**src/rtl/io_port_bridge.sv**
```systemverilog
// io_port_bridge: couples the accumulator processor's 16-bit I/O registers
// to external valid/ready streams. Processor output writes enter a small
// first-word-fall-through FIFO; external input words land in one holding
// register that the processor reads. The processor side never stalls and
// misuse is flagged on err_out_ovf / err_in_unf.
//
// Build option: define IO_BRIDGE_STICKY_ERR_EN for sticky error flags that
// hold until reset or err_clr; otherwise each flag is a one-cycle pulse and
// err_clr has no effect.
module io_port_bridge #(
  parameter int unsigned WIDTH = 16,
  parameter int unsigned DEPTH = 4
) (
  input  logic             clk,
  input  logic             reset,
  input  logic             cpu_out_we,
  input  logic [WIDTH-1:0] cpu_out_data,
  input  logic             cpu_in_re,
  output logic [WIDTH-1:0] cpu_in_data,
  output logic             cpu_in_avail,
  output logic             ext_out_valid,
  output logic [WIDTH-1:0] ext_out_data,
  input  logic             ext_out_ready,
  input  logic             ext_in_valid,
  input  logic [WIDTH-1:0] ext_in_data,
  output logic             ext_in_ready,
  input  logic             err_clr,
  output logic             err_out_ovf,
  output logic             err_in_unf
);

  localparam int unsigned PTR_W = (DEPTH > 1) ? $clog2(DEPTH) : 1;
  localparam int unsigned CNT_W = $clog2(DEPTH + 1);

  logic [WIDTH-1:0] mem_q [DEPTH];
  logic [PTR_W-1:0] rd_ptr_q, rd_ptr_d;
  logic [PTR_W-1:0] wr_ptr_q, wr_ptr_d;
  logic [CNT_W-1:0] count_q, count_d;
  logic [WIDTH-1:0] in_data_q, in_data_d;
  logic             in_avail_q, in_avail_d;
  logic             ovf_q, ovf_d;
  logic             unf_q, unf_d;

  logic             push_c;
  logic             pop_c;
  logic             xfer_c;
  logic             ovf_evt_c;
  logic             unf_evt_c;

  // Handshake qualifiers; a pop frees the slot a full-FIFO write needs.
  always_comb begin
    pop_c     = (count_q != '0) && ext_out_ready;
    push_c    = cpu_out_we && ((count_q < CNT_W'(DEPTH)) || pop_c);
    ovf_evt_c = cpu_out_we && !push_c;
    xfer_c    = ext_in_valid && !in_avail_q && !reset;
    unf_evt_c = cpu_in_re && !in_avail_q;
  end

  // FIFO pointer and occupancy update; power-of-two depth wraps naturally.
  always_comb begin
    rd_ptr_d = rd_ptr_q;
    wr_ptr_d = wr_ptr_q;
    count_d  = count_q;
    if (push_c) wr_ptr_d = wr_ptr_q + PTR_W'(1);
    if (pop_c)  rd_ptr_d = rd_ptr_q + PTR_W'(1);
    if (push_c && !pop_c)      count_d = count_q + CNT_W'(1);
    else if (pop_c && !push_c) count_d = count_q - CNT_W'(1);
  end

  // Input holding register: load when empty, release on processor read.
  always_comb begin
    in_data_d  = in_data_q;
    in_avail_d = in_avail_q;
    if (xfer_c) begin
      in_data_d  = ext_in_data;
      in_avail_d = 1'b1;
    end else if (cpu_in_re && in_avail_q) begin
      in_avail_d = 1'b0;
    end
  end

`ifdef IO_BRIDGE_STICKY_ERR_EN
  // Sticky flags: a same-cycle event wins over err_clr.
  always_comb begin
    ovf_d = ovf_evt_c || (ovf_q && !err_clr);
    unf_d = unf_evt_c || (unf_q && !err_clr);
  end
`else
  logic err_clr_unused_c;
  assign err_clr_unused_c = err_clr;

  // Pulse flags: high for exactly the cycle after each event.
  always_comb begin
    ovf_d = ovf_evt_c;
    unf_d = unf_evt_c;
  end
`endif

  // Control and status state; synchronous reset discards everything.
  always_ff @(posedge clk) begin
    if (reset) begin
      rd_ptr_q   <= '0;
      wr_ptr_q   <= '0;
      count_q    <= '0;
      in_data_q  <= '0;
      in_avail_q <= 1'b0;
      ovf_q      <= 1'b0;
      unf_q      <= 1'b0;
    end else begin
      rd_ptr_q   <= rd_ptr_d;
      wr_ptr_q   <= wr_ptr_d;
      count_q    <= count_d;
      in_data_q  <= in_data_d;
      in_avail_q <= in_avail_d;
      ovf_q      <= ovf_d;
      unf_q      <= unf_d;
    end
  end

  // FIFO storage; contents are meaningless while count is zero.
  always_ff @(posedge clk) begin
    if (!reset && push_c) mem_q[wr_ptr_q] <= cpu_out_data;
  end

  assign ext_out_valid = (count_q != '0);
  assign ext_out_data  = mem_q[rd_ptr_q];
  assign ext_in_ready  = !in_avail_q && !reset;
  assign cpu_in_data   = in_data_q;
  assign cpu_in_avail  = in_avail_q;
  assign err_out_ovf   = ovf_q;
  assign err_in_unf    = unf_q;

endmodule

```
**config.mk**
```make
export PLATFORM = sky130hd
export DESIGN_NAME = io_port_bridge
export DESIGN_NICKNAME = d
export VERILOG_FILES = /design/src/rtl/io_port_bridge.sv
export SDC_FILE = /design/constraint.sdc
export NUM_CORES = 1
export LEC_CHECK = 0
export CAP_MARGIN = 25
export CORE_ASPECT_RATIO = 1.4
export CORE_MARGIN = 2
export CORE_UTILIZATION = 47
export CTS_BUF_LIST = sky130_fd_sc_hd__clkbuf_4 sky130_fd_sc_hd__clkbuf_8
export CTS_CLUSTER_SIZE = 30
export DETAILED_ROUTE_END_ITERATION = 12
export PLACE_DENSITY = 0.77
export SYNTH_ARGS = -nofsm -noshare
export SYNTH_HDL_FRONTEND = slang
export SYNTH_SLANG_ARGS = --single-unit
```
**constraint.sdc**
```tcl
create_clock -name clk -period 1.8 [get_ports clk]
set_input_delay 0.36 -clock clk [delete_from_list [all_inputs] [get_ports clk]]
set_output_delay 0.36 -clock clk [all_outputs]
set_load 0.02 [all_outputs]
```
==> reports/qor.log, run 1 <==
qor: yosys.yosysWarnings 0
qor: clocking.total_cts_buffers 9
qor: routing.dr.pass1.iters 4
qor: yosys.synth.cell_area 0.00351 mm²
qor: layout.final.fill_count 580
qor: clocking.ctsLongestPathBuffers 2
qor: power_and_ir_drop.power_per_cell_area 1210 mW/mm²
qor: yosys.yosysTopAreaCellShare 54.8%
qor: yosys.largest_family_of_logic_cells_by_synthesized_area multiplexers
qor: yosys.syn-num-nets 258
qor: yosys.adder_cell_share_of_the_synthesized_area 2.36%
qor: clocking.holdBufCountCts 0
qor: global_routing.grt_overflow_total 0
qor: placement.port_buffers 74
qor: setup_path.r2r_cells 7
qor: floorplanning.die-width 77.0 µm
qor: yosys.number_of_flops_mapped_to_enable_cells_by_yosys 64
qor: setup_path.start_kind primary input
qor: placement.post-dp-hpwl 4010 µm
qor: yosys.postSynth.asyncResetShare 0%
qor: yosys.netlist_instances 213
qor: power_and_ir_drop.power 5.81 mW
qor: clocking.worstSkewPairLatency 0.35 ns
qor: floorplanning.die_area 0.00818 mm²
qor: global_routing.grt_util_all_layers 15.7%
qor: routing.via_count 2005
qor: yosys.ys.flop_type sky130_fd_sc_hd__edfxtp_1
qor: routing.detail_route.wl_per_cell 14.8 µm
qor: setup_path.worstReg2RegStart count_q[1]$_SDFFE_PP0P_
qor: job.max_cap_viols 0
qor: timing.max_slew.worst_pin.slew 0.367 ns
qor: timing.report.final.hold_viol_count 0
qor: power_and_ir_drop.power.ir.vdd_worst 0.000700 V
qor: layout.num_antenna_cells 0
qor: timing.max_slew_margin 75.2%
qor: setup_path.cp_max_fo 3
qor: timing.skew 0.00765 ns
qor: placement.dp_slack -0.482 ns
qor: hold_path.worstHoldEndpoint cpu_in_data[11]$_SDFFE_PP0P_
qor: setup_path.path_delay_family buffers and inverters
qor: layout.layout.nets 354
qor: setup_path.critPathRequiredTime 2.08 ns
qor: yosys.synth_area_in_xor_xnor 0.999%
qor: yosys.synth_simple_gate_area_share 8.24%
qor: global_routing.first_pass_grt_wire_length 9780 µm
qor: yosys.synth.yosys.seq_area_share 70.8%
qor: floorplanning.placeableCoreArea 0.00731 mm²
qor: setup_path.worst_setup_path_end_kind flip-flop
qor: routing.final_antenna_violating_net_count 0
qor: setup_path.cpMostUsedCell sky130_fd_sc_hd__inv_2
qor: yosys.synthMostInstantiatedCell sky130_fd_sc_hd__edfxtp_1
qor: routing.wl_met2 3220 µm
qor: timing.setup_viol 17
qor: setup_path.critical_path.cell_chain clkdlybuf4s50_1 -> inv_2 -> nor2_2 -> ha_2 -> inv_2 -> fa_2 -> xor2_1 -> or3_1 -> a21oi_2
qor: floorplanning.initial_core_util 47.9%
qor: yosys.synth-seq-cells 92
qor: routing.drcViolationCount 0
qor: routing.met3RoutedLength 351 µm
qor: yosys.yosysTopAreaCell sky130_fd_sc_hd__edfxtp_1
qor: timing.setup_ws -0.142 ns
qor: outcome.run_status finished, violations left
qor: clocking.clock-root-buffer sky130_fd_sc_hd__clkbuf_8
qor: timing.min_period_over_period 108%
qor: timing.post-route-min-period 1.94 ns
qor: timing.finalMaxSlewViolations 0
qor: floorplanning.placementRows 37
qor: setup_path.path_class primary input to flip-flop
qor: yosys.synth_top_cells_by_area sky130_fd_sc_hd__edfxtp_1, sky130_fd_sc_hd__dfxtp_1, sky130_fd_sc_hd__mux4_2
qor: global_routing.grt_start_max_net_pins 33
qor: routing.top_layer_used met4
qor: yosys.synth.area.mux_share 11.2%
qor: floorplanning.floorplan.io_pins 76
qor: setup_path.worstReg2RegEnd count_q[2]$_SDFFE_PP0P_
qor: routing.avgViaCountPerCell 4.88
qor: setup_path.r2r_slack -0.14 ns
qor: timing.grt_setup_unrepaired yes
qor: floorplanning.die_h 106 µm
qor: routing.detail_route.wirelength 6100 µm
qor: setup_path.critical_path_arrival 2.22 ns
qor: yosys.complex_gate_fraction_of_the_synthesized_area 3.96%
qor: clocking.tritoncts built
qor: setup_path.critical_path.n_buffers_inverters 3
qor: hold_path.min-delay-path-class flip-flop to flip-flop
qor: yosys.netlist-cell-type-count 28
qor: placement.gp_congestion 0.754
qor: power_and_ir_drop.power.static_leakage 1.68 nW
qor: hold_path.min_path_cells 2
qor: routing.drt_iter0_drc 98
qor: outcome.violations negative setup slack
qor: global_routing.antenna_violations_before_repair 0
qor: timing.setup_total_negative_slack -1.98 ns
qor: layout.area_grow_syn2layout 37.3%
qor: setup_path.critical-path-max-stage-delay 0.49 ns
qor: global_routing.first_global_vias 2006
qor: yosys.synth.top_cells.by_count sky130_fd_sc_hd__edfxtp_1, sky130_fd_sc_hd__dfxtp_1, sky130_fd_sc_hd__nand2b_1, sky130_fd_sc_hd__nand2_1, sky130_fd_sc_hd__o21ai_0
qor: hold_path.hold_start cpu_in_data[11]$_SDFFE_PP0P_
qor: routing.drt-met1-wl 2450 µm
qor: setup_path.cp_slowest_cell sky130_fd_sc_hd__clkdlybuf4s50_1
qor: clocking.clock_h_tree_levels 3
qor: clocking.cts.clk_slew.worst_paths 0.08 ns
qor: yosys.syn-mean-instance-area 16.5 µm²
qor: layout.drive_above_1_share 26.1%
qor: clocking.clock_sinks 92
qor: timing.fmax 0.515 GHz
[worst max-delay path by stage]
stage | start | slack, ns | depth (start not counted) | to
after CTS | flip-flop | -0.17 | 3 | ext_out_data[12]
after detailed placement | ext_out_ready | -0.48 | 9 | count_q[2]$_SDFFE_PP0P_
final | cpu_out_we | -0.14 | 9 | count_q[2]$_SDFFE_PP0P_
after global routing | count_q[2]$_SDFFE_PP0P_ | -0.19 | 8 | count_q[2]$_SDFFE_PP0P_
after global placement | ext_out_ready | -0.42 | 9 | count_q[2]$_SDFFE_PP0P_
after floorplan | count_q[1]$_SDFFE_PP0P_ | -0.005 | 7 | count_q[2]$_SDFFE_PP0P_
[report_power, final]
part           internal (mW)  total (mW)  switching [mW]
sequential              2.43        2.54           0.109
combinational          0.992        1.76           0.769
clock                  0.821        1.50           0.682
total                   4.25        5.81            1.56
[cell families after synthesis]
family | Yosys count
flip-flops | 92
buffers and inverters | 14
multiplexers | 17
adder cells (fa/ha/maj) | 6
AO/OA/AOI/OAI | 25
XOR/XNOR | 4
AND/OR/NAND/NOR | 55
[worst min-delay path, delay by kind of cell, from the launching register on]
kind / cells / cell delay [ns]
simple gates: 1 / 0.06
compound gates: 1 / 0.05
flops: 1 / 0.32
[per-layer routing]
metal	global-route usage [%]	vias up
met1	18.4	960
met4	7.27	0
met3	3.48	6
met2	27.4	67
met5	0	-
li1	-	972
[flip-flops by register name (all words and copies together), names as in the netlist, named ones only]
name,count
count_q,3
cpu_in_avail,1
cpu_in_data,16
err_in_unf,1
err_out_ovf,1
mem_q,64
rd_ptr_q,2
wr_ptr_q,2
[cells in the final DEF (no fill, tap or decap), drive strengths merged, types with 3 or more instances in the layout]
cell	Yosys	final
ha	5	5
dlygate4sd2	0	3
inv	4	5
nand2b	18	18
o21ai	19	19
mux4	16	16
nor2	10	10
xor2	4	4
edfxtp	64	64
clkdlybuf4s50	0	54
dfxtp	28	28
a21oi	3	3
nand2	16	16
clkbuf	2	11
and2	5	5
buf	8	38
[final cells by class]
| class | instances | area (µm²) | share of cell area (%) |
|---|---|---|---|
| clock buffer | 11 | 139 | 2.89 |
| clock inverter | 5 | 85.1 | 1.77 |
| inverter | 4 | 15.0 | 0.312 |
| multi-input combinational | 107 | 936 | 19.4 |
| sequential | 92 | 2490 | 51.8 |
| tap | 97 | 121 | 2.52 |
| timing repair buffer | 95 | 1020 | 21.2 |
[metrics by stage]
step | util, % | instances | hold WS, ns | instance area [µm²]
2_1_floorplan | - | 213 | 0.459 | 3520
3_3_place_gp | 62.0 | 391 | 0.450 | 4530
3_5_place_dp | 62.0 | 391 | 0.455 | 4530
4_1_cts | 65.6 | 410 | 0.467 | 4800
5_1_grt | 65.8 | 411 | 0.496 | 4810
6_report | 65.8 | 411 | 0.466 | 4810
[what timing repair did]
action,CTS,global route
buffers inserted,2,1
cloned,1,0
pin swaps,4,0
resized for setup,118,1
endpoints found under the setup margin,20,17
No activity file was read; power rests on OpenSTA's default activity.
==> run 2, diff against run 1 <==
--- a/config.mk
+++ b/config.mk
@@ -9,7 +9,7 @@
 export CORE_ASPECT_RATIO = 1.4
 export CORE_MARGIN = 2
 export CORE_UTILIZATION = 47
-export CTS_BUF_LIST = sky130_fd_sc_hd__clkbuf_4 sky130_fd_sc_hd__clkbuf_8
+export CTS_BUF_LIST = sky130_fd_sc_hd__clkbuf_8
 export CTS_CLUSTER_SIZE = 30
 export DETAILED_ROUTE_END_ITERATION = 12
 export PLACE_DENSITY = 0.77
==> reports/qor.log, run 2 (synthesized netlist as in run 1, its figures left out) <==
qor: routing.via_count 2007 [was 2005]
qor: timing.fmax 0.515 GHz [about the same]
qor: placement.port_buffers 74 [unchanged]
qor: timing.min_period_over_period 108% [about the same]
qor: setup_path.critical-path-max-stage-delay 0.49 ns [about the same]
qor: routing.final_antenna_violating_net_count 0 [unchanged]
qor: routing.detail_route.wirelength 6090 µm [was 6100 µm]
qor: power_and_ir_drop.swShare 27.0% [was 26.9%]
qor: clocking.clock_sinks 92 [unchanged]
qor: layout.number_of_flip_flops_under_the_largest_register_name 64 [unchanged]
qor: setup_path.start_kind primary input [unchanged]
qor: floorplanning.floorplan.io_pins 76 [unchanged]
qor: setup_path.critical_path_arrival 2.22 ns [about the same]
qor: power_and_ir_drop.power.ir.vdd_worst 0.000693 V [was 0.000700 V]
qor: clocking.holdBufCountCts 0 [unchanged]
qor: routing.avgViaCountPerCell 4.88 [about the same]
qor: timing.max_slew_margin 75.2% [unchanged]
qor: timing.hold_ws 0.466 ns [about the same]
qor: routing.drcViolationCount 0 [unchanged]
qor: floorplanning.die_h 106 µm [unchanged]
qor: clocking.worstSkewPairLatency 0.34 ns [was 0.35 ns]
qor: global_routing.grt_overflow_total 0 [unchanged]
qor: clocking.ctsLongestPathBuffers 2 [unchanged]
qor: timing.post-route-min-period 1.94 ns [about the same]
qor: global_routing.grt_util_all_layers 15.7% [unchanged]
qor: layout.total_non_filler_cell_area_in_the_finished_layout 0.00480 mm² [was 0.00481 mm²]
qor: placement.post_dp_cell_area 0.00453 mm² [unchanged]
qor: clocking.clock_h_tree_levels 3 [unchanged]
qor: clocking.tritoncts built [unchanged]
qor: global_routing.first_global_vias 2006 [unchanged]
qor: timing.max_slew.worst_pin.slew 0.367 ns [unchanged]
qor: clocking.clock-root-buffer sky130_fd_sc_hd__clkbuf_8 [unchanged]
qor: timing.report.final.hold_viol_count 0 [unchanged]
qor: setup_path.cpMostUsedCell sky130_fd_sc_hd__inv_2 [unchanged]
qor: timing.skew 0.00695 ns [was 0.00765 ns]
qor: setup_path.path_class primary input to flip-flop [unchanged]
qor: power_and_ir_drop.power.sequential.fraction 44.1% [was 43.8%]
qor: layout.num_antenna_cells 0 [unchanged]
qor: hold_path.min-delay-path-class flip-flop to flip-flop [unchanged]
qor: timing.setup_ws -0.143 ns [was -0.142 ns]
qor: power_and_ir_drop.pwr-share-clk 25.3% [was 25.9%]
qor: global_routing.grt_start_max_net_pins 33 [unchanged]
qor: power_and_ir_drop.pwr-share-comb 30.6% [was 30.3%]
qor: global_routing.antenna_violations_before_repair 0 [unchanged]
qor: setup_path.cp_max_fo 3 [unchanged]
qor: setup_path.cp_slowest_cell sky130_fd_sc_hd__clkdlybuf4s50_1 [unchanged]
qor: floorplanning.placementRows 37 [unchanged]
qor: job.max_cap_viols 0 [unchanged]
qor: layout.most-common-layout-cells sky130_fd_sc_hd__edfxtp_1, sky130_fd_sc_hd__clkdlybuf4s50_1, sky130_fd_sc_hd__dfxtp_1 [unchanged]
qor: floorplanning.placeableCoreArea 0.00731 mm² [unchanged]
qor: routing.dr.pass1.iters 4 [unchanged]
qor: power_and_ir_drop.internal_power 4.21 mW [was 4.25 mW]
qor: placement.gp_congestion 0.754 [unchanged]
qor: power_and_ir_drop.power_per_cell_area 1200 mW/mm² [was 1210 mW/mm²]
qor: floorplanning.initial_core_util 47.9% [unchanged]
qor: outcome.violations negative setup slack [unchanged]
qor: power_and_ir_drop.p_sw 1.56 mW [about the same]
qor: global_routing.first_pass_grt_wire_length 9780 µm [unchanged]
qor: setup_path.worst_setup_path_end_kind flip-flop [unchanged]
qor: layout.drive_above_1_share 25.5% [was 26.1%]
qor: power_and_ir_drop.power.static_leakage 1.68 nW [about the same]
qor: floorplanning.die-width 77.0 µm [unchanged]
qor: layout.registers.top_by_ff_count mem_q [unchanged]
qor: clocking.cts.clk_slew.worst_paths 0.08 ns [about the same]
qor: clocking.total_cts_buffers 9 [unchanged]
qor: layout.area_grow_syn2layout 37.0% [was 37.3%]
qor: timing.grt_setup_unrepaired yes [unchanged]
qor: timing.setup_viol 17 [unchanged]
qor: floorplanning.die_area 0.00818 mm² [unchanged]
qor: placement.post-dp-hpwl 4010 µm [unchanged]
qor: layout.final_common_cell sky130_fd_sc_hd__edfxtp_1 [unchanged]
qor: routing.drt_iter0_drc 96 [was 98]
qor: outcome.run_status finished, violations left [unchanged]
qor: layout.layout.nets 354 [unchanged]
qor: timing.setup_total_negative_slack -1.98 ns [about the same]
qor: routing.detail_route.wl_per_cell 14.8 µm [about the same]
qor: timing.finalMaxSlewViolations 0 [unchanged]
qor: setup_path.critical_path.cell_chain clkdlybuf4s50_1 -> inv_2 -> nor2_2 -> ha_2 -> inv_2 -> fa_2 -> xor2_1 -> or3_1 -> a21oi_2 [unchanged]
qor: setup_path.critPathRequiredTime 2.08 ns [about the same]
run 2: cell count changes in the layout (fill, tap and decap cells not counted), sizes merged:
cell    change
clkbuf      -2
inv         +2
run 2: layer usage:
metal | global-route usage (%) | up-vias | routed length (µm)
li1 | - | 974 | -
met1 | 18.4 | 965 | 2430
met2 | 27.4 | 63 | 3260
met3 | 3.48 | 5 | 348
met4 | 7.27 | 0 | 52
met5 | 0 | - | 0
run 2: worst paths after layout:
kind	start	to	slack (ns)	cells past startpoint
max reg2reg	count_q[1]$_SDFFE_PP0P_	count_q[2]$_SDFFE_PP0P_	-0.14	7
min reg2reg	cpu_in_data[11]$_SDFFE_PP0P_	cpu_in_data[11]$_SDFFE_PP0P_	0.47	2
max	cpu_out_we	count_q[2]$_SDFFE_PP0P_	-0.14	9
min	cpu_in_data[11]$_SDFFE_PP0P_	cpu_in_data[11]$_SDFFE_PP0P_	0.47	2
run 2: final cells by class:
cell class,count,area [µm²]
inverter,4,15.0
clock inverter,7,92.6
multi-input combinational,107,936
sequential,92,2490
fill,581,2510
timing repair buffer,95,1020
tap,97,121
clock buffer,9,124
run 2: timing repair:
item | CTS | global route
pin swaps | 4 | 0
endpoints found under the setup margin | 20 | 17
gates resized for setup | 118 | 1
gates cloned | 1 | 0
buffers inserted | 2 | 1
run 2: power groups by stage:
stage	Clock (mW)	Combinational, mW	Sequential (mW)
finish	1.46	1.76	2.54
global placement	0	1.61	2.55
floorplan	0	0.901	2.60
global route	1.58	1.89	2.56
CTS	1.50	1.77	2.55
detailed placement	0	1.63	2.57
run 2: per-stage QoR:
step                std cells  utilization (%)  power [mW]  worst slack, ns
floorplan                 213                -        3.50         -0.00534
global placement          391             62.0        4.16           -0.416
detailed placement        391             62.0        4.20           -0.482
CTS                       410             65.5        5.81           -0.172
global route              411             65.7        6.03           -0.192
finish                    411             65.7        5.76           -0.143
run 2: critical path: cells and delay by family:
| kind | cells | cell delay (ns) |
|---|---|---|
| adders and majority gates | 2 | 0.53 |
| buffers and inverters | 3 | 0.58 |
| AOI/OAI and AO/OA | 1 | 0.14 |
| xor gates and xnor gates | 1 | 0.16 |
| and+or+nand+nor | 2 | 0.45 |
